**src/rtl/rotate_cmd_queue_if.sv**
```systemverilog
// Command-in / rotator / result-out signal bundle for rotate_cmd_queue.
// ROTATE_CMD_LEFT_EN adds the per-command direction bit in_dir.
interface rotate_cmd_queue_if;
    logic       in_valid;
    logic       in_ready;
    logic [7:0] in_data;
    logic [2:0] in_amt;
`ifdef ROTATE_CMD_LEFT_EN
    logic       in_dir;
`endif
    logic [7:0] rot_data;
    logic [2:0] rot_amt;
    logic [7:0] rot_f;
    logic       out_valid;
    logic       out_ready;
    logic [7:0] out_data;
    logic [2:0] out_amt;

    // The queue itself: consumes commands and rotator results, produces results.
    modport slave (
`ifdef ROTATE_CMD_LEFT_EN
        input  in_dir,
`endif
        input  in_valid, in_data, in_amt, rot_f, out_ready,
        output in_ready, rot_data, rot_amt, out_valid, out_data, out_amt
    );

    // Surrounding environment: command source, rotator and result consumer.
    modport master (
`ifdef ROTATE_CMD_LEFT_EN
        output in_dir,
`endif
        output in_valid, in_data, in_amt, rot_f, out_ready,
        input  in_ready, rot_data, rot_amt, out_valid, out_data, out_amt
    );
endinterface

```
**src/rtl/rotate_cmd_queue.sv**
```systemverilog
// Command FIFO feeding an external 8-bit rotate-right stage, with a registered result slot.
// Define ROTATE_CMD_LEFT_EN to add a per-command left-rotate direction bit (in_dir).
module rotate_cmd_queue #(
    parameter int DEPTH = 4,
    parameter int CNT_W = 16
) (
    input  logic                     clk,
    input  logic                     rst_n,
    rotate_cmd_queue_if.slave        bus,
    output logic [$clog2(DEPTH):0]   count,
    output logic [CNT_W-1:0]         done_cnt
);
    localparam int PTR_W   = $clog2(DEPTH);
    localparam int OCC_W   = PTR_W + 1;
`ifdef ROTATE_CMD_LEFT_EN
    localparam int ENTRY_W = 12;
`else
    localparam int ENTRY_W = 11;
`endif

    logic [ENTRY_W-1:0] mem_q [DEPTH];
    logic [PTR_W-1:0]   wr_ptr_q, wr_ptr_d;
    logic [PTR_W-1:0]   rd_ptr_q, rd_ptr_d;
    logic [OCC_W-1:0]   count_q, count_d;
    logic [CNT_W-1:0]   done_cnt_q, done_cnt_d;
    logic               out_valid_q, out_valid_d;
    logic [7:0]         out_data_q, out_data_d;
    logic [2:0]         out_amt_q, out_amt_d;

    logic [ENTRY_W-1:0] wr_entry;
    logic [ENTRY_W-1:0] head;
    logic [7:0]         head_data;
    logic [2:0]         head_amt;
    logic               not_empty;
    logic               in_ready_w;
    logic               push;
    logic               load;
    logic               handoff;

`ifdef ROTATE_CMD_LEFT_EN
    assign wr_entry = {bus.in_dir, bus.in_data, bus.in_amt};
    // Left by k is right by (8-k) mod 8; the 3-bit subtraction gives exactly that.
    assign head_amt = head[11] ? (3'd0 - head[2:0]) : head[2:0];
`else
    assign wr_entry = {bus.in_data, bus.in_amt};
    assign head_amt = head[2:0];
`endif

    assign head      = mem_q[rd_ptr_q];
    assign head_data = head[10:3];
    assign not_empty = (count_q != '0);

    // No bypass: a pop in the same cycle never frees a slot for a push.
    assign in_ready_w = rst_n && (count_q < OCC_W'(DEPTH));
    assign push       = bus.in_valid && in_ready_w;
    assign load       = not_empty && (!out_valid_q || bus.out_ready);
    assign handoff    = out_valid_q && bus.out_ready;

    assign bus.in_ready  = in_ready_w;
    assign bus.rot_data  = not_empty ? head_data : 8'd0;
    assign bus.rot_amt   = not_empty ? head_amt : 3'd0;
    assign bus.out_valid = out_valid_q;
    assign bus.out_data  = out_data_q;
    assign bus.out_amt   = out_amt_q;
    assign count         = count_q;
    assign done_cnt      = done_cnt_q;

    always_comb begin
        wr_ptr_d    = wr_ptr_q;
        rd_ptr_d    = rd_ptr_q;
        count_d     = count_q;
        done_cnt_d  = done_cnt_q;
        out_valid_d = out_valid_q;
        out_data_d  = out_data_q;
        out_amt_d   = out_amt_q;

        if (push) begin
            wr_ptr_d = wr_ptr_q + PTR_W'(1);
        end

        if (load) begin
            rd_ptr_d    = rd_ptr_q + PTR_W'(1);
            out_valid_d = 1'b1;
            out_data_d  = bus.rot_f;
            out_amt_d   = head_amt;
        end else if (handoff) begin
            out_valid_d = 1'b0;
        end

        case ({push, load})
            2'b10:   count_d = count_q + OCC_W'(1);
            2'b01:   count_d = count_q - OCC_W'(1);
            default: count_d = count_q;
        endcase

        if (handoff) begin
            done_cnt_d = done_cnt_q + CNT_W'(1);
        end
    end

    always_ff @(posedge clk) begin
        if (!rst_n) begin
            wr_ptr_q    <= '0;
            rd_ptr_q    <= '0;
            count_q     <= '0;
            done_cnt_q  <= '0;
            out_valid_q <= 1'b0;
            out_data_q  <= 8'd0;
            out_amt_q   <= 3'd0;
        end else begin
            wr_ptr_q    <= wr_ptr_d;
            rd_ptr_q    <= rd_ptr_d;
            count_q     <= count_d;
            done_cnt_q  <= done_cnt_d;
            out_valid_q <= out_valid_d;
            out_data_q  <= out_data_d;
            out_amt_q   <= out_amt_d;
        end
    end

    // Entry storage needs no reset: occupancy and pointers define what is valid.
    always_ff @(posedge clk) begin
        if (push) begin
            mem_q[wr_ptr_q] <= wr_entry;
        end
    end
endmodule

```
**src/flat_wrapper.sv**
```systemverilog
// flat-port wrapper written by rule: the top's interface ports become plain ports
module rotate_cmd_queue_flat 
#(
    parameter int DEPTH = 4,
    parameter int CNT_W = 16
)
  (clk, rst_n, count, done_cnt, bus_in_valid, bus_in_data, bus_in_amt, bus_rot_f, bus_out_ready, bus_in_ready, bus_rot_data, bus_rot_amt, bus_out_valid, bus_out_data, bus_out_amt);
  rotate_cmd_queue_if bus_i ();
  input  logic clk;
  input  logic rst_n;
  output logic [$clog2(DEPTH):0] count;
  output logic [CNT_W-1:0] done_cnt;
  input wire logic [$bits(bus_i.in_valid)-1:0] bus_in_valid;
  input wire logic [$bits(bus_i.in_data)-1:0] bus_in_data;
  input wire logic [$bits(bus_i.in_amt)-1:0] bus_in_amt;
  input wire logic [$bits(bus_i.rot_f)-1:0] bus_rot_f;
  input wire logic [$bits(bus_i.out_ready)-1:0] bus_out_ready;
  output wire logic [$bits(bus_i.in_ready)-1:0] bus_in_ready;
  output wire logic [$bits(bus_i.rot_data)-1:0] bus_rot_data;
  output wire logic [$bits(bus_i.rot_amt)-1:0] bus_rot_amt;
  output wire logic [$bits(bus_i.out_valid)-1:0] bus_out_valid;
  output wire logic [$bits(bus_i.out_data)-1:0] bus_out_data;
  output wire logic [$bits(bus_i.out_amt)-1:0] bus_out_amt;
  assign bus_i.in_valid = bus_in_valid;
  assign bus_i.in_data = bus_in_data;
  assign bus_i.in_amt = bus_in_amt;
  assign bus_i.rot_f = bus_rot_f;
  assign bus_i.out_ready = bus_out_ready;
  assign bus_in_ready = bus_i.in_ready;
  assign bus_rot_data = bus_i.rot_data;
  assign bus_rot_amt = bus_i.rot_amt;
  assign bus_out_valid = bus_i.out_valid;
  assign bus_out_data = bus_i.out_data;
  assign bus_out_amt = bus_i.out_amt;
  rotate_cmd_queue #(.DEPTH(DEPTH), .CNT_W(CNT_W)) u_core (.clk(clk), .rst_n(rst_n), .bus(bus_i), .count(count), .done_cnt(done_cnt));
endmodule
```
**config.mk**
```make
export PLATFORM = sky130hd
export DESIGN_NAME = rotate_cmd_queue_flat
export DESIGN_NICKNAME = d
export VERILOG_FILES = /design/src/rtl/rotate_cmd_queue_if.sv /design/src/rtl/rotate_cmd_queue.sv /design/src/flat_wrapper.sv
export SDC_FILE = /design/constraint.sdc
export NUM_CORES = 1
export LEC_CHECK = 0
export BUFFER_PORTS_ARGS = -buffer_cell sky130_fd_sc_hd__buf_2
export CORE_ASPECT_RATIO = 1.5
export CORE_MARGIN = 1
export CORE_UTILIZATION = 39
export CTS_CLUSTER_DIAMETER = 80
export DETAILED_ROUTE_END_ITERATION = 10
export GPL_ROUTABILITY_DRIVEN = 0
export HOLD_SLACK_MARGIN = 0.03
export SLEW_MARGIN = 20
export SYNTH_ARGS = -nofsm -noshare
export SYNTH_HDL_FRONTEND = slang
export SYNTH_SLANG_ARGS = --single-unit
export TNS_END_PERCENT = 10
```
**constraint.sdc**
```tcl
create_clock -name clk -period 2.05 [get_ports clk]
set_clock_uncertainty 0.05 [all_clocks]
set_input_delay 0.1025 -clock clk [delete_from_list [all_inputs] [get_ports clk]]
set_output_delay 0.1025 -clock clk [all_outputs]
set_load 0.02 [all_outputs]
```
==> impl_metrics.toml <==
[outcome]
outcome = "finished clean"

[die]
core-area_sq_um = 8010
rows = 40
die_w_microns = 76.4
die-area_sq_um = 8680
die_y_microns = 114
io_pins = 66
start_util_pct = 40.4

[power]
max-vdd-ir-drop_mv = 0.766
powerDensity_nw_per_um2 = 1280
p_leak_uw = 0.00165

[detailed_routing]
detail-route-antenna-nets = 0
drt-initial-drc-count = 72
drc_errors = 0
wl_per_cell_microns = 14.1
drt_wl_total_microns = 6550
viasPerCell = 4.81
num_vias = 2242
dr.pass1.iters = 4

[timing]
slew_headroom_pct = 66.9
slew_viol_final = 0
setup_ws_ps = 136
rsz0062_at_grt = "no"
fin_crit_sh_pct = 93.4
tightest_slew_ps = 494
tns_ps = 0
setup_violations = 0
min_period_ps = 1910
hold_viol = 0
maxClockFrequency_mhz = 522

[placement]
place_ws_ps = 138
port_buffers = 65
hpwl_microns = 4490
place_inst = 431

[worst_setup_path]
r2r_end = "u_core.count[2]"
path_class = "reg -> reg"
cp.arrival_ps = 2110
r2r-start = "u_core.count[2]"
worst_r2r_path_depth = 9
crit_fanout = 5
cp.required_ps = 2240
start_kind = "flop"
rrSetupSlack_ps = 140
critPathCaptureType = "flop"

[clocking]
cts_tree = "done"
clkSinkCount = 81
numCtsBuffers = 9
cts_max_level = 3
clk_latency_ps = 330
cts_buffer_depth = 2
clk_pin_slew_ps = 60
clockRootBuffer = "clkbuf_16"

[synthesis]
yosys-top-cells-count = "44 x edfxtp_1, 37 x dfxtp_1, 29 x nand2_1"
synth_seq_area_share_pct = 63.7
netlist_area_sq_um = 3240
syn_inst = 256
syn_area_per_cell_sq_um = 12.6
synth_cell_type_count = 31
synth_top_area_share_pct = 40.8
synth_top_cells_by_area = "edfxtp_1 41%, dfxtp_1 23%, mux4_2 7.7%, nand2_1 3.4%, xnor2_1 3.0%"
yosys.area.top_type = "edfxtp_1"
synth_nets = 286
synth_edf_count = 44
ys_warn_count = 0
synth_most_common_cell = "edfxtp_1"
synth_async_sr_flop_share_pct = 0
ys_seq_elements = 81
synth_ff_type = "edfxtp_1"

[min_path]
hold_path_class = "in -> reg"
hold_depth = 3
whs_endpoint = "u_core.done_cnt[1]"
min-delay-start = "bus_out_ready"

[finish]
drive_gt1_share_pct = 32.1
area_growth_pct = 32.1
final_nets = 386
stdcell_count = 466
antennaDiodeCount = 0

[flow_run]
cap_violations = 0

[global_route]
grt_pass1_wl_microns = 10800
antenna_found_initial = 0
grt_max_degree = 21
grt_pass1_vias = 2236
gr-total-overflow = 0
grt_util_all_layers_pct = 16.7
==> layer usage <==
metal | share of wire, % | up-vias | GRT usage (%)
li1 | - | 1110 | -
met1 | 39 | 1074 | 17.9
met2 | 56 | 54 | 30.6
met3 | 4.2 | 4 | 4.80
met4 | 0.81 | 0 | 7.05
met5 | 0 | - | 0
==> final cells by class <==
cell class	count	area, sq um
clock buffer	9	225
clock inverter	7	53.8
tap	105	131
fill	733	3730
sequential	81	2070
inverter	12	47.5
multi-input combinational	155	1130
timing repair buffer	97	613
==> stage by stage <==
| step | power, uW | area, sq um | hold slack, ps | util, % |
|---|---|---|---|---|
| 3_5_place_dp | 4060 | 3810 | 269 | 47.6 |
| 5_1_grt | 5860 | 4280 | 55.2 | 53.4 |
| 2_1_floorplan | 3420 | 3290 | 151 | - |
| 4_1_cts | 5580 | 4280 | 44.0 | 53.4 |
| 6_report | 5480 | 4280 | 53.4 | 53.4 |
| 3_3_place_gp | 4020 | 3810 | 265 | 47.6 |
==> critical path, stage by stage (launching register included) <==
cell	delay, ps
dfxtp_4	370
nor2b_2	40
and2_1	160
inv_1	80
ha_4	130
inv_1	40
fa_1	360
xor2_1	150
or3_1	300
a21oi_1	130
==> sequential cells by signal (all words and copies together) (netlist names), named ones only <==
| signal | count |
|---|---|
| u_core.wr_ptr_q | 2 |
| u_core.rd_ptr_q | 2 |
| u_core.mem_q | 44 |
| u_core.bus.out_valid | 1 |
| u_core.done_cnt | 16 |
| u_core.count | 3 |
| u_core.bus.out_data | 8 |
| u_core.bus.out_amt | 3 |
==> logic make-up after synthesis <==
group	synth area share, %
flops	63.7
mux	7.65
buf+inv	2.43
compound gates	4.10
fa+ha+maj	2.94
xor+xnor	4.33
simple gates	14.9
==> power by group <==
group	internal [uW]	switching, uW	total [uW]
clock network	828	644	1470
registers	1930	133	2070
logic	797	1150	1940
total	3560	1920	5480
==> placed cells by master, fill, tap and decap left out, types with 6 or more instances in the layout <==
| cell type | count |
|---|---|
| a21oi_1 | 19 |
| mux4_2 | 11 |
| edfxtp_1 | 44 |
| nand3_1 | 6 |
| buf_2 | 65 |
| nand2_1 | 29 |
| dfxtp_1 | 33 |
| xnor2_1 | 11 |
| nor2b_1 | 11 |
| nor2_1 | 20 |
| dlygate4sd3_1 | 19 |
| buf_4 | 13 |
| inv_1 | 10 |
| clkbuf_16 | 9 |
==> worst max path at each step <==
| stage | start | to | cells after the start |
|---|---|---|---|
| after global routing | u_core.count[2] | u_core.count[2] | 9 |
| after global placement | u_core.count[2] | u_core.count[2] | 9 |
| after floorplan | u_core.count[0] | u_core.count[2] | 10 |
| after detailed placement | u_core.count[2] | u_core.count[2] | 9 |
| final | u_core.count[2] | u_core.count[2] | 9 |
| after CTS | flop | bus_rot_amt[0] | 4 |
==> repair_timing <==
item	CTS	global route
hold endpoints to repair	52	0
gates resized for setup	0	0
setup buffers	0	0
hold buffers	19	0
No activity file was read; power rests on OpenSTA's default activity.
